===== src/rtl/tz_restore16.sv =====
// -----------------------------------------------------------------------------
// tz_restore16
//
// Purpose:
//   Re-inserts trailing zeros into an operand, undoing the trailing-zero count
//   taken in the binary GCD datapath. The block performs a logical left shift
//   (data_i << shamt_i), truncates the result to WIDTH bits, and flags any 1
//   bit that was pushed past the MSB. Any shift of WIDTH or more yields zero.
//
//   The shifter is a two-stage log shifter:
//     stage 1 : fine shift by shamt_i[1:0]   (0..3 positions)
//     stage 2 : coarse shift by 4*shamt_i[SW-1:2]
//   Each stage has its own valid bit. A valid/ready handshake runs at full
//   throughput, and a result can leave stage 2 in the same cycle that a new
//   operand enters stage 1.
//
// Ports:
//   clk_i    in   1      clock, rising edge
//   rst_ni   in   1      asynchronous active-low reset
//   valid_i  in   1      input operand valid
//   ready_o  out  1      block accepts an operand this cycle
//   data_i   in   WIDTH  operand to shift
//   shamt_i  in   SW     number of zeros to append (0..2^SW-1)
//   valid_o  out  1      result valid
//   ready_i  in   1      downstream accepts the result
//   data_o   out  WIDTH  (data_i << shamt_i) truncated to WIDTH bits
//   ovf_o    out  1      at least one 1 bit was shifted past the MSB
// -----------------------------------------------------------------------------
module tz_restore16 #(
    parameter int WIDTH = 16,
    parameter int SW    = $clog2(WIDTH) + 1
) (
    input  logic             clk_i,
    input  logic             rst_ni,
    input  logic             valid_i,
    output logic             ready_o,
    input  logic [WIDTH-1:0] data_i,
    input  logic [SW-1:0]    shamt_i,
    output logic             valid_o,
    input  logic             ready_i,
    output logic [WIDTH-1:0] data_o,
    output logic             ovf_o
);

    // Width of the coarse shift select (shift amount in units of 4 bits).
    localparam int            HW       = SW - 2;
    localparam logic [SW-1:0] LP_WIDTH = SW'(WIDTH);

    // Reject parameter sets the shifter structure cannot support.
    if (WIDTH < 4 || (WIDTH & (WIDTH - 1)) != 0) begin : g_bad_width
        $error("tz_restore16: WIDTH must be a power of two and at least 4");
    end
    if (SW < $clog2(WIDTH) + 1) begin : g_bad_sw
        $error("tz_restore16: SW too narrow to represent a shift of WIDTH");
    end

    // -------------------------------------------------------------------------
    // Fine shift by 0..3 positions.
    // Returns {ovf, data}: the operand is widened by three guard bits so the
    // bits leaving the top end up in the guard field and can be OR-reduced.
    // -------------------------------------------------------------------------
    function automatic logic [WIDTH:0] shift_fine(
        input logic [WIDTH-1:0] d,
        input logic [1:0]       sh
    );
        logic [WIDTH+2:0] ext;
        ext = {3'b000, d} << sh;
        return {|ext[WIDTH+2:WIDTH], ext[WIDTH-1:0]};
    endfunction

    // -------------------------------------------------------------------------
    // Coarse shift by 4*hi positions, merging the stage-1 overflow.
    // Returns {ovf, data}. A coarse shift of WIDTH or more saturates: the
    // result is zero and every remaining set bit counts as overflow.
    // -------------------------------------------------------------------------
    function automatic logic [WIDTH:0] shift_coarse(
        input logic [WIDTH-1:0] d,
        input logic [HW-1:0]    hi,
        input logic             ovf_in
    );
        logic [2*WIDTH-1:0] ext;
        logic [SW-1:0]      amt;
        amt = {hi, 2'b00};
        ext = {{WIDTH{1'b0}}, d} << amt;
        if (amt >= LP_WIDTH) begin
            return {ovf_in | (|d), {WIDTH{1'b0}}};
        end
        return {ovf_in | (|ext[2*WIDTH-1:WIDTH]), ext[WIDTH-1:0]};
    endfunction

    // Stage 1 registers
    logic [WIDTH-1:0] r_data_p1;
    logic [HW-1:0]    r_hi_p1;
    logic             r_ovf_p1;
    logic             r_vld_p1;

    // Stage 2 registers (drive the outputs)
    logic [WIDTH-1:0] r_data_p2;
    logic             r_ovf_p2;
    logic             r_vld_p2;

    // Handshake and datapath wires
    logic             w_s2_ready;
    logic             w_ld_p1;
    logic             w_ld_p2;
    logic [WIDTH:0]   w_fine;
    logic [WIDTH:0]   w_coarse;

    // Stage 2 can take new data when it is empty or its result is leaving.
    // ready_o therefore depends combinationally on ready_i only.
    assign w_s2_ready = ~r_vld_p2 | ready_i;
    assign ready_o    = ~r_vld_p1 | w_s2_ready;
    assign w_ld_p1    = valid_i & ready_o;
    assign w_ld_p2    = r_vld_p1 & w_s2_ready;

    assign w_fine     = shift_fine(data_i, shamt_i[1:0]);
    assign w_coarse   = shift_coarse(r_data_p1, r_hi_p1, r_ovf_p1);

    // ---- stage 0 -> stage 1 boundary --------------------------------------
    always_ff @(posedge clk_i or negedge rst_ni) begin
        if (!rst_ni) begin
            r_vld_p1 <= 1'b0;
        end else if (w_ld_p1) begin
            r_vld_p1 <= 1'b1;
        end else if (w_ld_p2) begin
            r_vld_p1 <= 1'b0;
        end
    end

    // Stage-1 payload is only ever observed while r_vld_p1 is set, so it
    // needs no reset; it changes only when a new operand is accepted.
    always_ff @(posedge clk_i) begin
        if (w_ld_p1) begin
            r_data_p1 <= w_fine[WIDTH-1:0];
            r_ovf_p1  <= w_fine[WIDTH];
            r_hi_p1   <= shamt_i[SW-1:2];
        end
    end

    // ---- stage 1 -> stage 2 boundary --------------------------------------
    // The output payload is cleared by reset so data_o/ovf_o read zero while
    // in reset; otherwise it loads only when stage 1 moves forward and holds
    // through a stall.
    always_ff @(posedge clk_i or negedge rst_ni) begin
        if (!rst_ni) begin
            r_vld_p2  <= 1'b0;
            r_data_p2 <= '0;
            r_ovf_p2  <= 1'b0;
        end else if (w_ld_p2) begin
            r_vld_p2  <= 1'b1;
            r_data_p2 <= w_coarse[WIDTH-1:0];
            r_ovf_p2  <= w_coarse[WIDTH];
        end else if (ready_i) begin
            r_vld_p2  <= 1'b0;
        end
    end

    assign valid_o = r_vld_p2;
    assign data_o  = r_data_p2;
    assign ovf_o   = r_ovf_p2;

endmodule


===== config.mk =====
export PLATFORM = sky130hd
export DESIGN_NAME = tz_restore16
export DESIGN_NICKNAME = d
export VERILOG_FILES = /design/src/rtl/tz_restore16.sv
export SDC_FILE = /design/constraint.sdc
export NUM_CORES = 1
export LEC_CHECK = 0
export ABC_AREA = 1
export BUFFER_PORTS_ARGS = -buffer_cell sky130_fd_sc_hd__buf_2
export CAP_MARGIN = 15
export CELL_PAD_IN_SITES_DETAIL_PLACEMENT = 1
export CELL_PAD_IN_SITES_GLOBAL_PLACEMENT = 1
export CORE_MARGIN = 2
export CORE_UTILIZATION = 40
export DETAILED_ROUTE_END_ITERATION = 10
export PLACE_DENSITY = 0.8
export SLEW_MARGIN = 10
export SYNTH_ARGS = -nofsm -noshare
export SYNTH_HDL_FRONTEND = slang
export SYNTH_SLANG_ARGS = --single-unit
export TNS_END_PERCENT = 50

===== constraint.sdc =====
create_clock -name clk_i -period 1.9 [get_ports clk_i]
set_clock_uncertainty 0.2 [all_clocks]
set_input_delay 0 -clock clk_i [delete_from_list [all_inputs] [get_ports clk_i]]
set_output_delay 0 -clock clk_i [all_outputs]
set_load 0.01 [all_outputs]

Yosys cells after proc, flatten, opt, wreduce, memory -nomap -nowiden. Cells that the tools add are included.

Bits in registers: 39. Latch bits: 0. RAM bits: 0. Bits in read-only memories: 0. Input port bits: 25. Output and inout port bits: 19. Memories kept: 0.

Add/subtract/negate cells: 0. Multipliers: 0. Div/mod/pow operators: 0. $lt $le $gt $ge: 1. Equality and inequality tests: 0. Shifts and indexed selects: 2. Multiplexer cells: 7. Bitwise operators: 8. Reduce and logical (&&, ||, !) cells: 5.

Operators by type and width (count): 2-to-1 mux 17 bit (2); OR reduction 16 bit (2); left shift 16 x 5 -> 32 bit (1); left shift 16 x 2 -> 19 bit (1); greater-or-equal comparator 5 bit (second input constant) (1); 2-to-1 mux 1 bit (5); OR 1 bit (4); nonzero test 2 bit (2); OR reduction 3 bit (1); AND 1 bit (2); NOT 1 bit (2).

Depth between registers and ports, before layout.
Word-level depth: 5. Gate-level depth with buffers: 12. Gate-level depth less buffers: 10.

Worst setup path after synthesis. Ideal clock, no wire load.

Kind: reg-to-reg. From: register r_vld_p2, in the netlist valid_o. To: register r_data_p1[0], enable pin. Setup time: 0.375 ns. Arrival: 1.087 ns. Data required time: 1.325 ns. Setup slack: 0.239 ns. Stages on the path, launching flop included: 4. Path buffers: 0. Period minus slack after synthesis: 1.661 ns. Cells stage by stage: dfrtp_1 -> nand3_1 -> nand2_1 -> inv_1.

Longest elaborated chain between the ends: 4.

Ends and longest elaborated chain: start: declaration (RTL line 100) `logic r_vld_p2;`; start signal: assignment (RTL line 146) `r_vld_p2 <= 1'b0;`; start signal: assignment (RTL line 150) `r_vld_p2 <= 1'b1;`; start signal: assignment (RTL line 154) `r_vld_p2 <= 1'b0;`; NOT 1 bit (RTL line 111) `assign w_s2_ready = ~r_vld_p2 | ready_i;`; OR 1 bit (RTL line 111); OR 1 bit (RTL line 112) `assign ready_o = ~r_vld_p1 | w_s2_ready;`; via ready_o (RTL line 36) `output logic ready_o,`; AND 1 bit (RTL line 113) `assign w_ld_p1 = valid_i & ready_o;`; via w_ld_p1 (RTL line 104) `logic w_ld_p1;`; end signal: assignment (RTL line 134) `r_data_p1 <= w_fine[WIDTH-1:0];`; end: declaration (RTL line 92) `logic [WIDTH-1:0] r_data_p1;`.

The timed path passes the listed nets, and every way through them passes these cells. A chain may end at the register's enable or synchronous reset.

Worst setup path after layout.
From: input data_i[4]. To: register r_data_p1[7] (data pin).

Longest elaborated chain between the ends: 1.

Ends and longest elaborated chain: start: declaration (RTL line 37) `input logic [WIDTH-1:0] data_i,`; left shift 16 x 2 -> 19 bit (RTL line 67) `ext = {3'b000, d} << sh;`; via w_fine[7] (RTL line 106) `logic [WIDTH:0] w_fine;`.

The timed path passes the listed nets, and every way through them passes these cells.

==> results summary <==
The flow ran to the end, and the final reports show no timing, DRC or antenna violations. The overall die height is 76.5 µm. The final non-filler cell total came out at 389. The number of global-route vias before repair was 1989. TritonCTS built the clock tree. The layout cell share with drive strength beyond 1 is 18.5%. After the last flow step, the layout net total stands at 343. The critical hold path startpoint is data_i[3]. The number of clock sinks came out at 39. The number of distinct library cell variants in the gate-level netlist after synthesis is 17. The area inside the core boundary came out at 5070 µm². The cell type of the slowest stage on the worst timing path is sky130_fd_sc_hd__dlygate4sd3_1. The die footprint is 5850 µm². The total I/O pin count came out at 44. The setup violation total in the final timing report is 0. The startpoint kind of the worst setup timing path is an input port. The post-detailed-routing wire length is 5380 µm. For the pin with the worst max-slew slack, the measured transition is 0.823 ns.

The number of DRC violations after detailed routing came out at 0. The part of the Yosys area used for sequential elements is 51.2%. The tightest min-delay check is of the input port to flop type.

In this run the worst setup path begins at data_i[4]. The number of search-and-repair iterations in the first detailed-routing pass is 4. The total negative setup slack came out at 0 ns. The number of rows created at floorplan is 26. On the worst path, the slowest cell contributes a delay of 0.58 ns.

Data arrives at the worst endpoint at 1.60 ns. The worst pin sits at a relative slew slack of 45.0%. The violation count after the first detailed-routing iteration came out at 63. The count of buffers added on input and output ports is 43. The number of antenna violations at the first check in global routing is 0. The mean instance size in the synthesized netlist is 8.66 µm².

STA classifies the critical path endpoint as a flop. The post-detailed-route via-to-cell ratio came out at 4.81. Relative to the synthesized area, the layout overhead comes to 30.2%. Global routing consumed, on the met2 layer, 36.6% of the routing resources.

The core utilization of the finished layout came out at 54.0%. The total count of max-transition violations in the final report came to 0. The clock insertion delay at the later pin of the skew report came out at 0.29 ns. The total design power is 2.12 mW. The maximum fanout along the worst path is 2.

The maximum root-to-sink buffer count is 2. In the final layout, the multi-input gates occupy 837 µm². The fmax is 0.569 GHz.

The detailed placer's ending HPWL came out at 3720 µm. The number of nets handed over by synthesis was 268. The layout has 616 filler cells. The final critical path time including I/O delays and setup came out at 1.76 ns. The post-cts resize count came out at 0. The leakage dissipation is 1.38 nW. Clock-pin slew was measured on the worst setup and hold paths at 0.07 ns. After global routing, the most crowded layer is met2. The effective utilization at floorplan came out at 41.4%. The met3 track demand over resource in global routing came out at 3.91%. The global routing met1 resource utilization came out at 21.0%. The data required time at the worst endpoint came out at 1.74 ns. Counting both buffers and inverters, the worst setup path holds a total of 3. The category of cells accounting for the largest share of critical-path delay is buffers and inverters.

The Yosys step of the flow raised 0 warnings. The final global-route overflow total is 0. In the synthesized netlist, the number of instances is 243. The pin count of the biggest net entering global routing is 21. The combined global-route utilization of all metal layers is 19.6%. The post-detailed-route wirelength per cell is 13.8 µm. Counting tap cells, the placed design contains a total of 349 instances.

The number of H-tree levels came out at 2. The library cell used most frequently in the layout, excluding fill and tap cells, is sky130_fd_sc_hd__nand2_1. The max-cap check violation count came out at 0. The routed layout has 1872 vias. The die is 76.5 µm wide. Walking the worst path, the cells encountered are dlygate4sd3_1, buf_2, mux2i_1, mux2i_1, dlygate4sd3_1. In the layout the commonest cells are 96 x sky130_fd_sc_hd__nand2_1, 43 x sky130_fd_sc_hd__buf_2, 32 x sky130_fd_sc_hd__dlygate4sd3_1. The count of antenna-violating nets left after detailed routing is 0. In this run the clock root is driven by a sky130_fd_sc_hd__clkbuf_8.

The source of the worst register-to-register timing path is r_hi_p1[0]$_DFFE_PP_. The worst setup path is of the input port to flop kind. In this run the power density over the cells is 775 nW/µm².

The final count of hold timing violations was 0. Setup repair after global routing left no endpoint under its margin. IR analysis of the VDD net gives a maximum drop of 0.354 mV. At the end of routability-driven placement, the weighted congestion stood at 0.833.

The global-route wire length before repair came out at 9050 µm. The area of the mapped netlist is 2100 µm². The antenna cell count came out at 0.

The number of CTS-inserted buffers came out at 5. The number of flip-flops and latches in the synthesized netlist came out at 39. Summing all flip-flop and latch instances after layout gives 1080 µm². The final period utilization came out at 92.6%.
-- state kept, by name, summed over array words and instances, names as in the netlist --
register / count
r_data_p1: 16
valid_o: 1
r_hi_p1: 3
data_o: 16
r_ovf_p1: 1
r_vld_p1: 1
ovf_o: 1
-- cell families after synthesis --
kind of cell | after synthesis | share of synthesized area [%]
multiplexers | 21 | 9.99
buffers and inverters | 35 | 9.04
flip-flops | 39 | 51.2
AO/OA/AOI/OAI | 28 | 6.66
AND/OR/NAND/NOR | 120 | 23.1
-- per-stage QoR --
stage          hold WS [ns]  area [µm²]  setup slack, ns
4_1_cts              0.0423        2740            0.173
3_5_place_dp         -0.245        2340            0.174
5_1_grt               0.142        2740          0.00291
3_3_place_gp         -0.245        2340            0.262
2_1_floorplan        -0.496        2100            0.239
6_report              0.105        2740            0.141
-- what timing repair did --
item	CTS	global route
hold endpoints to repair	41	0
buffers inserted	0	0
hold buffers	32	0
-- worst reg2reg max path: cells and delay by family, from the launching register on --
kind / cells / cell delay [ns]
flip-flops: 1 / 0.64
AND/OR/NAND/NOR: 9 / 0.55
buffers and inverters: 1 / 0.22
-- cell usage after synthesis, drive strengths merged --
| master | number | share of area (%) |
|---|---|---|
| a21oi | 4 | 0.95 |
| buf | 10 | 4.3 |
| dfrtp | 19 | 23 |
| edfxtp | 20 | 29 |
| inv | 25 | 4.7 |
| mux2i | 21 | 10 |
| nand2 | 101 | 19 |
| nand3 | 7 | 1.7 |
| nand4 | 3 | 0.89 |
| nor2 | 9 | 2.0 |
| o21ai | 24 | 5.7 |
-- layer usage --
metal	part of all wire, %	vias up
li1	-	931
met3	3.6	14
met5	0	-
met2	52	51
met4	3.1	0
met1	41	876
-- area by class of cell --
class	count	area share (%)
clock buffers	7	2.79
clock inverters	1	0.183
inverters	25	3.61
multi-input cells	169	30.6
flip-flops and latches	39	39.3
well taps	70	3.20
repair buffers	78	20.4
-- power breakdown --
group          internal, mW  switching, mW  total (mW)
sequential             1.01         0.0635        1.08
combinational         0.220          0.305       0.525
clock                 0.257          0.263       0.520
total                  1.49          0.632        2.12
-- worst paths after layout --
check                                    endpoint  slack [ns]  cells after the start
setup / recovery           r_data_p1[7]$_DFFE_PP_        0.14                      5
setup reg to reg                ovf_o$_DFFE_PN0P_        0.20                     10
max in group asynchronous  data_o[15]$_DFFE_PN0P_        0.29                      3
min in group asynchronous   data_o[5]$_DFFE_PN0P_        0.69                      3
hold reg to reg             data_o[3]$_DFFE_PN0P_        0.28                      2
hold / removal             r_data_p1[6]$_DFFE_PP_        0.11                      5
Power figures use the tool's default switching activity.
